### src/rtl/apb_regbank_slave.sv
// APB4 slave with a flat-exported, byte-strobed register bank and programmable wait states.
// Optional macro APB_REGBANK_PSLVERR_EN routes decode/permission errors onto PSLVERR.
module apb_regbank_slave #(
   parameter int                     DATA_WIDTH  = 32,
   parameter int                     ADDR_WIDTH  = 16,
   parameter logic [3:0]             SLAVE_ID    = 4'h1,
   parameter int                     NUM_REGS    = 16,
   parameter int                     WAIT_STATES = 0,
   parameter logic [NUM_REGS-1:0]    RO_MASK     = '0,
   parameter logic [DATA_WIDTH-1:0]  RESET_VAL   = '0
) (
   input  logic                           PCLK,
   input  logic                           PRESET,
   input  logic [ADDR_WIDTH-1:0]          PADDR,
   input  logic                           PSEL,
   input  logic                           PENABLE,
   input  logic                           PWRITE,
   input  logic [DATA_WIDTH-1:0]          PWDATA,
   input  logic [DATA_WIDTH/8-1:0]        PSTRB,
   output logic                           PREADY,
   output logic [DATA_WIDTH-1:0]          PRDATA,
   output logic                           PSLVERR,
   output logic [NUM_REGS*DATA_WIDTH-1:0] reg_q
);

   localparam int         IDXW = $clog2(NUM_REGS);
   localparam int         NB   = DATA_WIDTH / 8;
   localparam logic [3:0] WS   = 4'(WAIT_STATES);

   // The setup phase is decoded while IDLE so the registered PREADY can rise in the first access cycle.
   typedef enum logic [1:0] {S_IDLE, S_WAIT, S_READY} state_t;

   state_t                  r_state;
   state_t                  w_state_next;
   logic [IDXW-1:0]         r_idx;
   logic                    r_write;
   logic                    r_err;
   logic [DATA_WIDTH-1:0]   r_wdata;
   logic [NB-1:0]           r_strb;
   logic [3:0]              r_cnt;
   logic                    r_pready;
   logic [DATA_WIDTH-1:0]   r_prdata;
   logic [DATA_WIDTH-1:0]   r_regs [NUM_REGS];

   logic                    w_sel;
   logic                    w_setup;
   logic [IDXW-1:0]         w_idx_live;
   logic [ADDR_WIDTH-5:0]   w_mid;
   logic                    w_err_live;
   logic [IDXW-1:0]         w_rsp_idx;
   logic                    w_rsp_err;
   logic                    w_rsp_write;
   logic [DATA_WIDTH-1:0]   w_prdata_next;
   logic                    w_commit;

   assign w_sel      = PSEL && (PADDR[ADDR_WIDTH-1 -: 4] == SLAVE_ID);
   assign w_setup    = (r_state == S_IDLE) && w_sel && !PENABLE;
   assign w_idx_live = PADDR[2 +: IDXW];
   assign w_mid      = PADDR[ADDR_WIDTH-5:0];

   // Bits between the register index and the slave-ID nibble must be zero.
   assign w_err_live = (PADDR[1:0] != 2'b00)
                    || ((w_mid >> (2 + IDXW)) != '0)
                    || ({1'b0, w_idx_live} >= (IDXW+1)'(NUM_REGS))
                    || (PWRITE && RO_MASK[w_idx_live]);

   assign w_rsp_idx   = (r_state == S_IDLE) ? w_idx_live : r_idx;
   assign w_rsp_err   = (r_state == S_IDLE) ? w_err_live : r_err;
   assign w_rsp_write = (r_state == S_IDLE) ? PWRITE     : r_write;
   assign w_commit    = (r_state == S_READY) && r_write && !r_err;

   always_comb begin
      w_state_next = r_state;
      case (r_state)
         S_IDLE: begin
            if (w_setup) w_state_next = (WS == 4'd0) ? S_READY : S_WAIT;
         end
         S_WAIT: begin
            if (!PSEL)              w_state_next = S_IDLE;
            else if (r_cnt == 4'd1) w_state_next = S_READY;
         end
         S_READY: w_state_next = S_IDLE;
         default: w_state_next = S_IDLE;
      endcase
   end

   always_comb begin
      w_prdata_next = '0;
      if (w_state_next == S_READY && !w_rsp_err && !w_rsp_write)
         w_prdata_next = r_regs[w_rsp_idx];
   end

   always_ff @(posedge PCLK) begin
      if (PRESET) begin
         r_state  <= S_IDLE;
         r_pready <= 1'b0;
         r_prdata <= '0;
         r_idx    <= '0;
         r_write  <= 1'b0;
         r_err    <= 1'b0;
         r_wdata  <= '0;
         r_strb   <= '0;
         r_cnt    <= '0;
      end else begin
         r_state  <= w_state_next;
         r_pready <= (w_state_next == S_READY);
         r_prdata <= w_prdata_next;
         if (w_setup) begin
            r_idx   <= w_idx_live;
            r_write <= PWRITE;
            r_err   <= w_err_live;
            r_wdata <= PWDATA;
            r_strb  <= PSTRB;
            r_cnt   <= WS;
         end else if (r_state == S_WAIT) begin
            r_cnt <= r_cnt - 4'd1;
         end
      end
   end

   always_ff @(posedge PCLK) begin
      if (PRESET) begin
         for (int i = 0; i < NUM_REGS; i++) r_regs[i] <= RESET_VAL;
      end else if (w_commit) begin
         for (int b = 0; b < NB; b++)
            if (r_strb[b]) r_regs[r_idx][8*b +: 8] <= r_wdata[8*b +: 8];
      end
   end

   genvar gi;
   generate
      for (gi = 0; gi < NUM_REGS; gi++) begin : g_export
         assign reg_q[gi*DATA_WIDTH +: DATA_WIDTH] = r_regs[gi];
      end
   endgenerate

   assign PREADY = r_pready;
   assign PRDATA = r_prdata;

`ifdef APB_REGBANK_PSLVERR_EN
   logic r_pslverr;
   always_ff @(posedge PCLK) begin
      if (PRESET) r_pslverr <= 1'b0;
      else        r_pslverr <= (w_state_next == S_READY) && w_rsp_err;
   end
   assign PSLVERR = r_pslverr;
`else
   assign PSLVERR = 1'b0;
`endif

endmodule

### config.mk
export PLATFORM = sky130hd
export DESIGN_NAME = apb_regbank_slave
export DESIGN_NICKNAME = d
export VERILOG_FILES = /design/src/rtl/apb_regbank_slave.sv
export SDC_FILE = /design/constraint.sdc
export NUM_CORES = 1
export LEC_CHECK = 0
export ABC_AREA = 1
export CAP_MARGIN = 5
export CORE_UTILIZATION = 41
export CTS_BUF_LIST = sky130_fd_sc_hd__clkbuf_2 sky130_fd_sc_hd__clkbuf_4 sky130_fd_sc_hd__clkbuf_8
export CTS_CLUSTER_DIAMETER = 50
export DETAILED_ROUTE_END_ITERATION = 10
export GPL_ROUTABILITY_DRIVEN = 0
export HOLD_SLACK_MARGIN = 0.1
export PLACE_DENSITY = 0.67
export SLEW_MARGIN = 20
export SYNTH_ARGS = -nofsm -noshare
export SYNTH_HDL_FRONTEND = slang
export SYNTH_SLANG_ARGS = --single-unit
### constraint.sdc
create_clock -name PCLK -period 2.7 [get_ports PCLK]
set_clock_uncertainty 0.1 [all_clocks]
set_input_delay 0.54 -clock PCLK [delete_from_list [all_inputs] [get_ports PCLK]]
set_output_delay 0.54 -clock PCLK [all_outputs]
set_load 0.005 [all_outputs]
==> results of run 1 <==
-- how the worst max path moves through the flow --
stage | startpoint | end | slack (ns) | depth (start not counted)
finish | r_state[1] | PRDATA[11] | 0.19 | 13
global route | r_state[1] | PRDATA[11] | 0.04 | 13
CTS | r_state[0] | PRDATA[11] | 0.07 | 12
detailed placement | PADDR[2] | PRDATA[11] | -0.22 | 12
global placement | PADDR[2] | PRDATA[11] | -0.21 | 12
floorplan | r_state[1] | r_regs[8][24] | 0.63 | 7
-- synth_stat cells --
master | n | area share (%)
a21oi_1 | 40 | 0.71
buf_1 | 6 | 0.080
buf_2 | 74 | 1.3
buf_4 | 5 | 0.13
buf_8 | 4 | 0.21
clkbuf_1 | 85 | 1.1
clkinv_1 | 32 | 0.43
conb_1 | 1 | 0.013
dfxtp_1 | 81 | 5.7
edfxtp_1 | 512 | 54
ha_1 | 2 | 0.089
inv_1 | 526 | 7.0
inv_2 | 2 | 0.027
nand2_1 | 767 | 10
nand2_2 | 67 | 1.5
nand3_1 | 433 | 7.7
nor2_1 | 608 | 8.1
nor2_2 | 4 | 0.089
nor2_4 | 1 | 0.040
nor3_1 | 5 | 0.089
nor3b_1 | 1 | 0.027
nor4_1 | 1 | 0.022
nor4b_1 | 1 | 0.031
o21ai_0 | 45 | 0.80
o21ai_1 | 1 | 0.018
or2_2 | 3 | 0.066
xnor2_1 | 1 | 0.031
xor2_1 | 1 | 0.031
-- layer usage --
layer | track usage [%] | vias to the layer above
met5 | 0 | -
met4 | 16.6 | 0
met3 | 6.20 | 307
met2 | 55.2 | 1662
met1 | 37.5 | 12300
li1 | - | 11800
-- state kept, by name, indices dropped and copies added, names as in the netlist --
name	count
r_strb	4
r_write	1
r_cnt	4
r_state	2
PRDATA	32
r_wdata	32
r_regs	512
r_err	1
PREADY	1
r_idx	4
-- power groups by stage --
stage | Combinational [mW] | Sequential (mW) | Clock (mW)
3_5_place_dp | 2.17 | 10.6 | 0
2_1_floorplan | 0.946 | 10.5 | 0
5_1_grt | 2.36 | 10.5 | 9.08
3_3_place_gp | 2.15 | 10.6 | 0
4_1_cts | 2.19 | 10.5 | 8.71
6_report | 2.20 | 10.5 | 8.65
-- area by class of cell --
class | count | area [µm²] | area share (%)
Timing Repair Buffer | 772 | 7660 | 20.0
Antenna cell | 2 | 5.00 | 0.0130
Clock buffer | 145 | 1760 | 4.59
Clock inverter | 44 | 379 | 0.987
Tap cell | 873 | 1090 | 2.84
Inverter | 560 | 2100 | 5.47
Sequential cell | 593 | 17000 | 44.2
Multi-Input combinational cell | 1982 | 8410 | 21.9
-- cell families (layout without fill, tap and decap cells) --
group	Yosys count	count (layout)	share of synthesized area, %
AOI/OAI and AO/OA	86	86	1.52
xor gates and xnor gates	2	2	0.0621
adders and majority gates	2	2	0.0886
buffers and inverters	734	1521	10.3
DFF	593	593	60.2
other	1	3	0.0133
and+or+nand+nor	1891	1891	27.8
-- critical path, delay by kind of cell (launching register included) --
kind / cells / cell delay (ns)
buffers and inverters: 3 / 0.53
flip-flops: 1 / 0.40
AND/OR/NAND/NOR: 10 / 1.33
-- through the flow --
step	setup WS [ns]	utilization [%]	hold slack, ns
floorplan	0.627	-	0.355
global placement	-0.209	53.5	0.331
detailed placement	-0.219	53.6	0.336
CTS	0.0743	56.8	0.279
global route	0.0446	56.8	0.335
finish	0.187	56.8	0.343
-- cell usage in the layout (no fill, tap or decap), drive strengths merged --
cell / netlist / routed
nor2: 613 / 613
clkinv: 32 / 64
dfxtp: 81 / 81
nor3: 5 / 5
xnor2: 1 / 1
clkdlybuf4s50: 0 / 601
inv: 528 / 529
ha: 2 / 2
nand3: 433 / 433
bufinv: 0 / 6
o21ai: 46 / 46
conb: 1 / 1
nand2: 834 / 834
xor2: 1 / 1
edfxtp: 512 / 512
diode: 0 / 2
a21oi: 40 / 40
nor4: 1 / 1
buf: 89 / 171
nor4b: 1 / 1
or2: 3 / 3
nor3b: 1 / 1
clkbuf: 85 / 145
clkinvlp: 0 / 5
-- what timing repair did --
action / 4_1_cts / 5_1_grt
setup buffers: 0 / 2
gates resized for setup: 0 / 0
setup endpoints to repair: 0 / 1
==> flow_summary.toml, run 1 <==
[power_and_ir_drop]
p_seq_share_pct = 49.1
switching_share_pct = 25.1
power_frac_clock_pct = 40.6
p_sw_mw = 5.34
total_leakage_power_nw = 16.0
p_per_area_nw_per_um2 = 555
total_power_mw = 21.3
pwr-share-comb_pct = 10.3
p_int_mw = 16.0
vdd_drop_max_uv = 371

[setup_path]
r2r-end = "PRDATA[11]"
crit_path_max_incr_delay_ns = 0.40
path_cells = "inv_1, nand2_2, nand2_2, nand2_8, buf_12, buf_4, nand2_1, nand3_1, nand2_1, nand2_1, nand2_1, nor2_1, nor2_1"
rr_startpoint = "r_state[1]"
worst-setup-path-type = "flip-flop to flip-flop"
crit_slowest_cell = "dfxtp_1"
path_common_cell = "nand2_1"
r2r_cells = 13
crit_path_max_fanout = 23
startpoint_type = "flip-flop"
cp.required_ns = 3.18
cp-end-kind = "flip-flop"
rrSetupSlack_ns = 0.19
arrival_ns = 2.99

[hold_path]
worstHoldStart = "r_wdata[22]"
whs_endpoint = "r_wdata[22]"
hp-class = "flip-flop to flip-flop"
worstHoldPathCells = 2

[global_route]
grt_pass1_vias = 24800
grt_max_degree = 61
antenna_found_initial = 1
grt_pass1_wl_um = 163000
grtUsageTotal_pct = 31.9
gr-total-overflow = 0

[clocking]
root_buffer = "clkbuf_8"
cts_buffer_depth = 3
clk_pin_slew_ns = 0.06
htreeDepth = 3
cts_tree = "done"
clock_latency_ns = 0.71
holdBufCountCts = 0
clock-sinks = 593
cts-buffers-inserted = 102

[final_layout]
syn2layout_area_growth_pct = 36.1
nNetsFinal = 4070
finalNonFillerCells = 4971
fillers = 6097
fin_area_um2 = 38400
drive_above_1_share_pct = 10.6

[route]
drc = 0
first_pass_iters = 7
wirelength_met1_um = 40400
wl_per_cell_um = 22.9
wl_met2_um = 56500
avgViaCountPerCell = 5.24
topRoutingLayerUsed = "met4"
drt-total-wl_um = 114000
wl_met3_um = 11200
drt_iter0_drc = 3177
vias = 26000
ant_nets = 0

[die]
die_h_um = 264
ioPinCount = 603
initial_core_util_pct = 41.7
core_um2 = 67600
fp-row-count = 95
fp.dieW_um = 264
fp.dieArea_um2 = 69900

[job]
drv_cap = 0

[logic_synthesis]
synth_cells = 3309
ys_types = 28
synthesis.area_um2 = 28200
yosysWarnings = 0
synth_nets = 3368
synth_sequential_area_ratio_pct = 60.2
syn_avg_cell_area_um2 = 8.53
synth_seq_cells = 593

[sta]
finalSetupViolCount = 0
setup-tns-final_ns = 0
max_freq_mhz = 398
maxSlewViolCount = 0
tightestPinTransition_ns = 0.945
rsz0062_at_grt = "no"
fin_crit_sh_pct = 93.1
max_slew_margin_pct = 36.6
finalHoldViolCount = 0
period_needed_ns = 2.51

[placement]
dpl_cell_area_um2 = 36300
dp.cells = 4778
port-buffer-count = 601
hpwlAfterDp_um = 84700

[status]
outcome = "finished clean"
No activity file was read; power rests on OpenSTA's default activity.
==> run 2: changes to the inputs <==
--- a/config.mk
+++ b/config.mk
@@ -13,6 +13,7 @@
 export DETAILED_ROUTE_END_ITERATION = 10
 export GPL_ROUTABILITY_DRIVEN = 0
 export HOLD_SLACK_MARGIN = 0.1
+export MAX_ROUTING_LAYER = met4
 export PLACE_DENSITY = 0.67
 export SLEW_MARGIN = 20
 export SYNTH_ARGS = -nofsm -noshare
==> flow_summary.toml, run 2 (synthesized netlist as in run 1, its figures left out) <==
[die]
fp.dieArea_um2 = 69900
fp-row-count = 95
core_um2 = 67600
ioPinCount = 603
initial_core_util_pct = 41.7
fp.dieW_um = 264
die_h_um = 264

[global_route]
antenna_found_initial = 0
grt_pass1_wl_um = 163000
gr-total-overflow = 0
grt_max_degree = 61
grtUsageTotal_pct = 32.9
grt_pass1_vias = 24800

[sta]
fin_crit_sh_pct = 92.4
finalSetupViolCount = 0
maxSlewViolCount = 0
max_slew_margin_pct = 35.8
worst_slack_ns = 0.206
finalHoldViolCount = 0
period_needed_ns = 2.49
tightestPinTransition_ns = 0.958
rsz0062_at_grt = "no"
max_freq_mhz = 401

[final_layout]
regMostFlops = "r_regs"
largest_reg_flops = 512
fillers = 6095
layout_commonest_cell = "nand2_1"
drive_above_1_share_pct = 10.6
most-common-layout-cells = "nand2_1, nor2_1, clkdlybuf4s50_1"
syn2layout_area_growth_pct = 36.1
nNetsFinal = 4070

[clocking]
root_buffer = "clkbuf_8"
clock-sinks = 593
clock_latency_ns = 0.70
cts_tree = "done"
cts_buffer_depth = 3
htreeDepth = 3
cts-buffers-inserted = 102
clk_pin_slew_ns = 0.06
holdBufCountCts = 0
post_cts_resized = 0

[job]
drv_cap = 0

[setup_path]
crit_slowest_cell = "dfxtp_1"
worst-setup-path-type = "flip-flop to flip-flop"
path_cells = "inv_1, nand2_2, nand2_2, nand2_8, buf_12, buf_4, nand2_1, nand3_1, nand2_1, nand2_1, nand2_1, nor2_1, nor2_1"
crit_path_max_fanout = 23
path_delay_family = "simple AND/OR/NAND/NOR gates"
path_common_cell = "nand2_1"
rrSetupSlack_ns = 0.21
path_buf_inv = 3
startpoint_type = "flip-flop"
cp.required_ns = 3.18
arrival_ns = 2.97
cp-end-kind = "flip-flop"
crit_path_max_incr_delay_ns = 0.40

[route]
drt_iter0_drc = 3123
first_pass_iters = 8
vias = 26100
drc = 0
ant_nets = 0
avgViaCountPerCell = 5.26
drt-total-wl_um = 114000
wl_per_cell_um = 22.9

[power_and_ir_drop]
p_sw_mw = 5.33
pwr-share-comb_pct = 10.3
p_seq_share_pct = 49.1
p_int_mw = 16.0
total_power_mw = 21.3
total_leakage_power_nw = 16.0
p_per_area_nw_per_um2 = 555
switching_share_pct = 25.0
power_frac_clock_pct = 40.6
vdd_drop_max_uv = 369

[placement]
port-buffer-count = 601
hpwlAfterDp_um = 84700
dp_slack_ns = -0.219

[hold_path]
hp-class = "flip-flop to flip-flop"

[status]
outcome = "finished clean"
run 2: final timing paths:
kind | start | endpoint | depth (start not counted)
worst max-delay path | r_state[1] | PRDATA[11] | 13
worst min-delay path | r_wdata[22] | r_wdata[22] | 2
worst max register to register | r_state[1] | PRDATA[11] | 13
worst min register to register | r_wdata[22] | r_wdata[22] | 2
run 2: repair_timing:
action / CTS / global route
endpoints found under the hold margin: 0 / 0
buffers inserted: 0 / 2
setup endpoints to repair: 0 / 1
run 2: layout make-up:
cell class	instances	area [µm²]	area share [%]
Inverter	560	2100	5.47
Clock buffer	145	1760	4.59
Clock inverter	44	379	0.987
Sequential cell	593	17000	44.2
Tap cell	873	1090	2.84
Antenna cell	1	2.50	0.00651
Multi-Input combinational cell	1982	8410	21.9
Timing Repair Buffer	772	7660	20.0
run 2: power groups by stage:
stage | combinational (mW) | clock (mW) | sequential [mW]
after global routing | 2.36 | 9.07 | 10.5
after detailed placement | 2.17 | 0 | 10.6
final | 2.20 | 8.64 | 10.5
after floorplan | 0.946 | 0 | 10.5
after CTS | 2.19 | 8.71 | 10.5
after global placement | 2.15 | 0 | 10.6
run 2: layer usage:
layer / global-route usage (%) / up-vias / wire length [µm]
met4: 16.7 / 0 / 6070
met2: 55.3 / 1678 / 56700
met5: - / - / 0
met3: 5.59 / 326 / 11000
met1: 37.8 / 12400 / 40200
li1: - / 11800 / -
run 2: tightest hold or removal path, delay by kind of cell, from the launching register on:
family | cells | cell delay [ns]
flip-flops | 1 | 0.30
AO/OA/AOI/OAI | 1 | 0.05
buffers and inverters | 1 | 0.05
run 2: metrics by stage:
step           utilization [%]  instance area, µm²  TNS, ns  cells  hold WS (ns)
6_report                  56.8               38400        0   4970         0.341
5_1_grt                   56.8               38400        0   4969         0.338
4_1_cts                   56.8               38400        0   4967         0.279
3_5_place_dp              53.6               36300    -1.09   4778         0.336
3_3_place_gp              53.5               36200    -1.00   4776         0.331
2_1_floorplan                -               28200        0   3309         0.355
